### src/rtl/legv8_fetch_pkg.sv
// Shared types and helpers for the instruction fetch unit.
package legv8_fetch_pkg;
  localparam int INSTR_W = 16;
  localparam int OPC_W   = 4;

  typedef enum logic {RUN = 1'b0, HALTED = 1'b1} fetch_state_t;

  localparam logic [OPC_W-1:0] HALT_OPCODE = 4'hF;

  function automatic logic [OPC_W-1:0] instr_opcode(input logic [INSTR_W-1:0] instr);
    return instr[INSTR_W-1 -: OPC_W];
  endfunction
endpackage

### src/rtl/fetch_out_reg.sv
// Valid/ready output register; flush drops the valid bit but leaves the payload.
module fetch_out_reg #(
  parameter int W = 24
) (
  input  logic         clk,
  input  logic         rst_n,
  input  logic         flush_i,
  input  logic         load_i,
  input  logic         ready_i,
  input  logic [W-1:0] data_i,
  output logic         valid_o,
  output logic [W-1:0] data_o
);
  logic         valid_q, valid_d;
  logic [W-1:0] data_q, data_d;

  always_comb begin
    valid_d = valid_q;
    data_d  = data_q;
    if (flush_i) begin
      valid_d = 1'b0;
    end else if (load_i) begin
      valid_d = 1'b1;
      data_d  = data_i;
    end else if (ready_i) begin
      valid_d = 1'b0;
    end
  end

  always_ff @(posedge clk or negedge rst_n) begin
    if (!rst_n) begin
      valid_q <= 1'b0;
      data_q  <= '0;
    end else begin
      valid_q <= valid_d;
      data_q  <= data_d;
    end
  end

  assign valid_o = valid_q;
  assign data_o  = data_q;
endmodule

### src/rtl/instruction_fetch_unit.sv
// PC owner and fetch FSM: reads the ROM at pc and hands instructions to decode.
module instruction_fetch_unit #(
  parameter int                      ADDRESS_WIDTH     = 8,
  parameter int                      INSTRUCTION_WIDTH = 16,
  parameter int                      OPCODE_WIDTH      = 4,
  parameter int                      PC_INCREMENT_VAL  = 2,
  parameter logic [ADDRESS_WIDTH-1:0] RESET_PC         = 'h00,
  parameter logic [OPCODE_WIDTH-1:0] HALT_OPCODE       = legv8_fetch_pkg::HALT_OPCODE
) (
  input  logic                         clk,
  input  logic                         rst_n,
  output logic [ADDRESS_WIDTH-1:0]     imem_addr,
  input  logic [INSTRUCTION_WIDTH-1:0] imem_instruction,
  input  logic                         redirect_valid,
  input  logic [ADDRESS_WIDTH-1:0]     redirect_target,
  output logic                         out_valid,
  input  logic                         out_ready,
  output logic [INSTRUCTION_WIDTH-1:0] out_instr,
  output logic [ADDRESS_WIDTH-1:0]     out_pc,
  output logic                         halted
);
  import legv8_fetch_pkg::*;

  localparam int AW = ADDRESS_WIDTH;
  localparam int IW = INSTRUCTION_WIDTH;

  logic [AW-1:0]   pc_q, pc_d;
  fetch_state_t    state_q, state_d;
  logic            load;
  logic [IW+AW-1:0] out_data;

  assign imem_addr = pc_q;
  assign load      = (state_q == RUN) && !redirect_valid && (!out_valid || out_ready);

  // Redirect outranks everything, including a pending halt.
  always_comb begin
    pc_d    = pc_q;
    state_d = state_q;
    if (redirect_valid) begin
      pc_d    = {redirect_target[AW-1:1], 1'b0};
      state_d = RUN;
    end else if (load) begin
      pc_d = pc_q + AW'(PC_INCREMENT_VAL);
      if (instr_opcode(imem_instruction) == HALT_OPCODE)
        state_d = HALTED;
    end
  end

  always_ff @(posedge clk or negedge rst_n) begin
    if (!rst_n) begin
      pc_q    <= RESET_PC;
      state_q <= RUN;
    end else begin
      pc_q    <= pc_d;
      state_q <= state_d;
    end
  end

  fetch_out_reg #(.W(IW + AW)) u_out (
    .clk     (clk),
    .rst_n   (rst_n),
    .flush_i (redirect_valid),
    .load_i  (load),
    .ready_i (out_ready),
    .data_i  ({imem_instruction, pc_q}),
    .valid_o (out_valid),
    .data_o  (out_data)
  );

  assign out_instr = out_data[IW+AW-1:AW];
  assign out_pc    = out_data[AW-1:0];
  assign halted    = (state_q == HALTED);
endmodule

### config.mk
export PLATFORM = sky130hd
export DESIGN_NAME = instruction_fetch_unit
export DESIGN_NICKNAME = d
export VERILOG_FILES = /design/src/rtl/legv8_fetch_pkg.sv /design/src/rtl/fetch_out_reg.sv /design/src/rtl/instruction_fetch_unit.sv
export SDC_FILE = /design/constraint.sdc
export NUM_CORES = 1
export LEC_CHECK = 0
export CORE_UTILIZATION = 44
export DETAILED_ROUTE_END_ITERATION = 6
export GPL_TIMING_DRIVEN = 0
export MAX_ROUTING_LAYER = met4
export PLACE_DENSITY = 0.88
export REMOVE_ABC_BUFFERS = 1
export SLEW_MARGIN = 20
export SYNTH_ARGS = -nofsm -noshare
export SYNTH_HDL_FRONTEND = slang
export SYNTH_SLANG_ARGS = --single-unit
### constraint.sdc
create_clock -name clk -period 2.15 [get_ports clk]
set_input_delay 0.43 -clock clk [delete_from_list [all_inputs] [get_ports clk]]
set_output_delay 0.43 -clock clk [all_outputs]
set_load 0.02 [all_outputs]
[Word level (Yosys, flattened, before mapping)]
Index checks and enable logic that the tools add are counted.
Word-level totals
  register bits: 34
  bits of input ports: 28
  output and inout bits: 34
  word-level logic and storage cells: 26
Operators by class
  $add $sub $neg: 1
  equality and inequality tests: 1
  muxes and demuxes: 8
  bitwise gates (word level): 2
  reductions and logical operators: 10
Operators by type and width (count)
  $mux 8: 2
  $add 8x2->8 const B: 1
  $mux 1: 6
  $eq 4x4->1 const B: 1
  $reduce_and 2->1: 2
  $reduce_bool 2->1: 2
  $reduce_bool 3->1: 1
  $logic_and 1x1->1: 2
  $logic_not 1->1: 2
  $not 1->1: 2
  $logic_or 1x1->1: 1

[Longest topological paths before layout]
  depth in word-level cells: 5
  gate-level depth with buffers: 4
  gate-level depth less buffers: 4

[By module]
Synthesis repeated with hierarchy kept, for this count alone.
Second synthesis, totals
  cells, all modules: 105
  area total of the unflattened synthesis: 1503.9 um^2
By module, submodules not included
  fetch_out_reg: times used 1, cells an instance 56, area an instance 1051.0 um^2, sequential area each 625.6 um^2
  instruction_fetch_unit: times used 1, cells an instance 49, area an instance 452.9 um^2, sequential area each 200.2 um^2

[Worst setup path after synthesis]
OpenSTA, ideal clock, no wires.
  kind: register -> register
  start: register state_q (netlist: halted)
  end: register u_out.data_q[10] (netlist: u_out.data_o[10])
  setup time: 0.125 ns
  arrival time: 1.406 ns
  data required time: 2.025 ns
  slack: 0.619 ns
  stages on the path, launching flop included: 5
  buffers on the path: 2
  period minus slack after synthesis: 1.531 ns
  path through: dfrtp_1 buf_6 nor3_4 buf_4 mux2_2
Between the ends
  cells in the longest elaborated chain, start to end: 4
RTL lines
  start, declared: RTL line instruction_fetch_unit.sv:28  | fetch_state_t state_q, state_d;
  start signal, assigned: RTL line instruction_fetch_unit.sv:55  | state_q <= state_d;
  $not 1->1: RTL line instruction_fetch_unit.sv:33  | assign load = (state_q == RUN) && !redirect_valid && (!out_valid || out_ready);
  $logic_and 1x1->1 (2 in series): RTL line instruction_fetch_unit.sv:33
  $reduce_and 2->1 (no source line)
  end signal, assigned: RTL line fetch_out_reg.sv:36  | data_q <= data_d;
  end, declared: RTL line fetch_out_reg.sv:15  | logic [W-1:0] data_q, data_d;
No other way between the ends.
A chain may end at the register's enable or synchronous reset.

[Worst setup path in the final report]
  start: register state_q (netlist: halted)
  end: output port halted
RTL lines
  end, declared: RTL line instruction_fetch_unit.sv:20  | output logic halted
No word-level cell between the ends.

==> results.txt <==
----------------------------------------------------
[Clock network]
  CTS buffer count ... 5
  # Post-CTS Setup Buffers ... 0
  CTS tree ... done
  Clock root cell ... sky130_fd_sc_hd__clkbuf_4
  Number of buffers inserted by hold repair at cts ... 0
  Clock-pin transition on the worst setup and hold timing paths ... 0.10 ns
  Clock latency of the later-clocked register in the worst-skew pair ... 0.33 ns
  Total number of H-tree levels ... 2
  CTS sink cnt ... 32
  Maximum buffer depth of the clock tree ... 2

[Drt]
  Remaining DRCs ... 0
  Post-route antenna net violation count ... 0
  Per-cell routed wire length ... 15.4 um
  Post-detailed-route via-to-cell ratio ... 5.22
  DRT Pass-1 Iters ... 4
  Number of violations reported at the end of detailed-routing iteration 0 ... 32
  Total vias in the final route ... 1,085
  Post-detailed-routing wire length ... 3200 um

[GRT]
  Grt ovf ... 0
  GRT Util Overall ... 20.2%
  Maximum number of pins on one net before global-route repair ... 33
  Via count of the first global-routing pass ... 1,058
  Wire length of the first global-routing pass ... 4840 um
  Number of antenna violations at the first check in global routing ... 0

[Setup path]
  Critical-path maximum fanout ... 13
  Number of cell instances on the worst register-to-register path ... 3
  Data required time of the worst path ... 1.72 ns
  Endpoint of the worst register-to-register path ... u_out.data_o[20]$_DFFE_PN0P_
  Register-to-Register Setup Slack ... 0.45 ns
  Kind of cell with the highest combined delay on the critical path ... buffers and inverters
  CP Buf/Inv Count ... 1
  Delay of the slowest critical-path stage ... 0.66 ns
  Type of the worst setup path ... flop to output port
  CP Capture Type ... output port
  Launch point of the worst reg-to-reg path ... u_out.valid_o$_DFFE_PN0P_
  Kind of start point of the critical path ... flop
  Worst endpoint data arrival time ... 1.53 ns
  CP max stage cell ... sky130_fd_sc_hd__clkdlybuf4s50_1
  Critical path, cell by cell ... clkdlybuf4s50_1

[Placement]
  Final RePlAce weighted congestion ... 0.736
  Detailed placement HPWL ... 2270 um
  Quantity of I/O buffers inserted on ports ... 58

[STA]
  Setup Skew ... 0.00799 ns
  Worst-case hold slack ... 0.136 ns
  Number of endpoints with negative hold slack in the final report ... 0
  Worst slew pin tran ... 0.707 ns
  Final number of max-transition violations ... 0
  Final critical delay including setup and external delays ... 1.96 ns
  Setup repair after global routing missed its margin ... false
  Final setup violation count ... 0
  Final period util ... 91.0%
  Headroom to the max-slew limit ... 52.9%
  Maximum frequency from static timing analysis ... 511 MHz

[Floorplan]
  Core outline area ... 3030 um2
  Starting utilization of the core area ... 46.2%
  Die Y-Extent ... 58.4 um
  Number of ports placed on the die boundary ... 62
  Total number of placement rows ... 20
  Horizontal die dimension ... 58.4 um
  Area of the die ... 3410 um2

[Synthesis]
  Number of register bits inferred by synthesis ... 32
  Most area-hungry cell type in the Yosys netlist ... sky130_fd_sc_hd__dfrtp_1
  Cell count after synthesis ... 103
  Commonest cells in the netlist ... sky130_fd_sc_hd__dfrtp_1, sky130_fd_sc_hd__mux2_2, sky130_fd_sc_hd__a31oi_1, sky130_fd_sc_hd__nor2_1, sky130_fd_sc_hd__or4_1
  Share of the synthesized area in the top cell type ... 57.3%
  Warnings, synthesis ... 0
  Syn Area/Cell ... 13.6 um2
  Netlist area before placement ... 1400 um2
  Most area-consuming cells after synthesis ... sky130_fd_sc_hd__dfrtp_1, sky130_fd_sc_hd__mux2_2, sky130_fd_sc_hd__a31oi_1
  Top_reg_cell synth ... sky130_fd_sc_hd__dfrtp_1
  FFs w/ async S/R, synth ... 100%
  Share of synthesized area occupied by flip-flops and latches ... 57.3%
  Number of enable flip-flop cells after synthesis ... 0
  Cell with the most instances after synthesis ... sky130_fd_sc_hd__dfrtp_1
  Count of different cell masters after synthesis ... 27

[Run]
  Max-capacitance violation count ... 0

[Final layout]
  Area added between synthesis and finish ... 47.0%
  Diodes inserted ... 0
  Final-stage net count ... 192
  Post-Route Utilization ... 67.9%
  Share of post-route cells with drive strength above 1 ... 22.6%

[Power]
  Static leakage ... 0.000830 uW
  Power density over cell area ... 783 nW/um2
  VDD IR max ... 0.411 mV

[Worst hold path]
  Worst hold-check path type ... primary input to async pin

[Outcome]
  Result of the run ... completed

----------------------------------------------------
==> cell type report <==
class                   instances  area [um2]
fillers                       243         973
flip-flops and latches         32         802
repair buffers                 58         576
multi-input cells              65         557
well taps                      44        55.1
clock buffers                   6        51.3
clock inverters                 2        10.0
inverters                       1        3.75
==> per-stage QoR <==
stage | cell area (um2) | power [uW] | TNS (ns) | cells | setup slack, ns
3_3_place_gp | 1980 | 1240 | -7.56 | 199 | -0.326
6_report | 2050 | 1610 | 0 | 208 | 0.194
2_1_floorplan | 1350 | 988 | 0 | 97 | 0.381
5_1_grt | 2050 | 1680 | 0 | 208 | 0.121
4_1_cts | 2050 | 1620 | 0 | 208 | 0.0159
3_5_place_dp | 1980 | 1260 | -8.34 | 199 | -0.371
==> kinds of logic after synthesis <==
group                    after synthesis  share of synthesized area (%)
AO/OA/AOI/OAI                         15                           7.52
adder cells (fa/ha/maj)                1                          0.895
flip-flops                            32                           57.3
other                                  1                          0.268
multiplexers                          23                           18.5
AND/OR/NAND/NOR                       23                           11.2
buffers and inverters                  8                           4.30
==> worst max path at each step <==
stage | startpoint | to | cells after the start
2_1_floorplan | u_out.valid_o$_DFFE_PN0P_ | u_out.data_o[10]$_DFFE_PN0P_ | 3
3_5_place_dp | redirect_valid | u_out.data_o[5]$_DFFE_PN0P_ | 3
5_1_grt | halted$_DFFE_PN0P_ | halted | 1
4_1_cts | out_ready | u_out.data_o[20]$_DFFE_PN0P_ | 4
3_3_place_gp | redirect_valid | u_out.data_o[19]$_DFFE_PN0P_ | 3
6_report | halted$_DFFE_PN0P_ | halted | 1
==> layer usage <==
metal / up-vias / GRT usage [%] / routed length, um
met5: - / - / 0
met4: 0 / 8.16 / 46
met3: 5 / 5.27 / 179
met2: 46 / 35.5 / 1660
met1: 535 / 21.7 / 1320
li1: 499 / - / -
==> where the power goes <==
part | total (uW) | leakage, uW | switching, uW | internal (uW)
clock | 358 | 0.0000380 | 203 | 155
sequential | 747 | 0.000372 | 58.8 | 688
combinational | 503 | 0.000420 | 233 | 270
==> registers in the layout, indices dropped and copies added, names as in the netlist <==
name	cells
u_out.valid_o	1
u_out.data_o	23
imem_addr	7
halted	1
==> repair_timing <==
item / 4_1_cts / 5_1_grt
endpoints found under the setup margin: 13 / 12
gates resized for setup: 0 / 2
pin swaps: 1 / 0
gates cloned: 1 / 0
==> cells in the final DEF, fill, tap and decap left out <==
master / instances
sky130_fd_sc_hd__ha_1: 1
sky130_fd_sc_hd__clkdlybuf4s50_1: 57
sky130_fd_sc_hd__nand2b_1: 1
sky130_fd_sc_hd__o31ai_1: 4
sky130_fd_sc_hd__o211ai_1: 1
sky130_fd_sc_hd__buf_2: 1
sky130_fd_sc_hd__or3_2: 1
sky130_fd_sc_hd__inv_1: 1
sky130_fd_sc_hd__o21ai_0: 1
sky130_fd_sc_hd__a221o_1: 1
sky130_fd_sc_hd__clkinv_2: 2
sky130_fd_sc_hd__nor2_1: 6
sky130_fd_sc_hd__nand3_1: 2
sky130_fd_sc_hd__mux2_2: 22
sky130_fd_sc_hd__nand2_1: 2
sky130_fd_sc_hd__a21oi_1: 1
sky130_fd_sc_hd__conb_1: 2
sky130_fd_sc_hd__nand4b_1: 2
sky130_fd_sc_hd__mux2_1: 1
sky130_fd_sc_hd__dfrtp_2: 1
sky130_fd_sc_hd__nor2b_4: 1
sky130_fd_sc_hd__or2b_2: 1
sky130_fd_sc_hd__dfrtp_1: 31
sky130_fd_sc_hd__clkbuf_8: 1
sky130_fd_sc_hd__o211a_1: 1
sky130_fd_sc_hd__nor3_4: 2
sky130_fd_sc_hd__and4_1: 1
sky130_fd_sc_hd__clkbuf_4: 5
sky130_fd_sc_hd__or4_1: 5
sky130_fd_sc_hd__a31oi_1: 6
(Power assumes the default switching activity.)
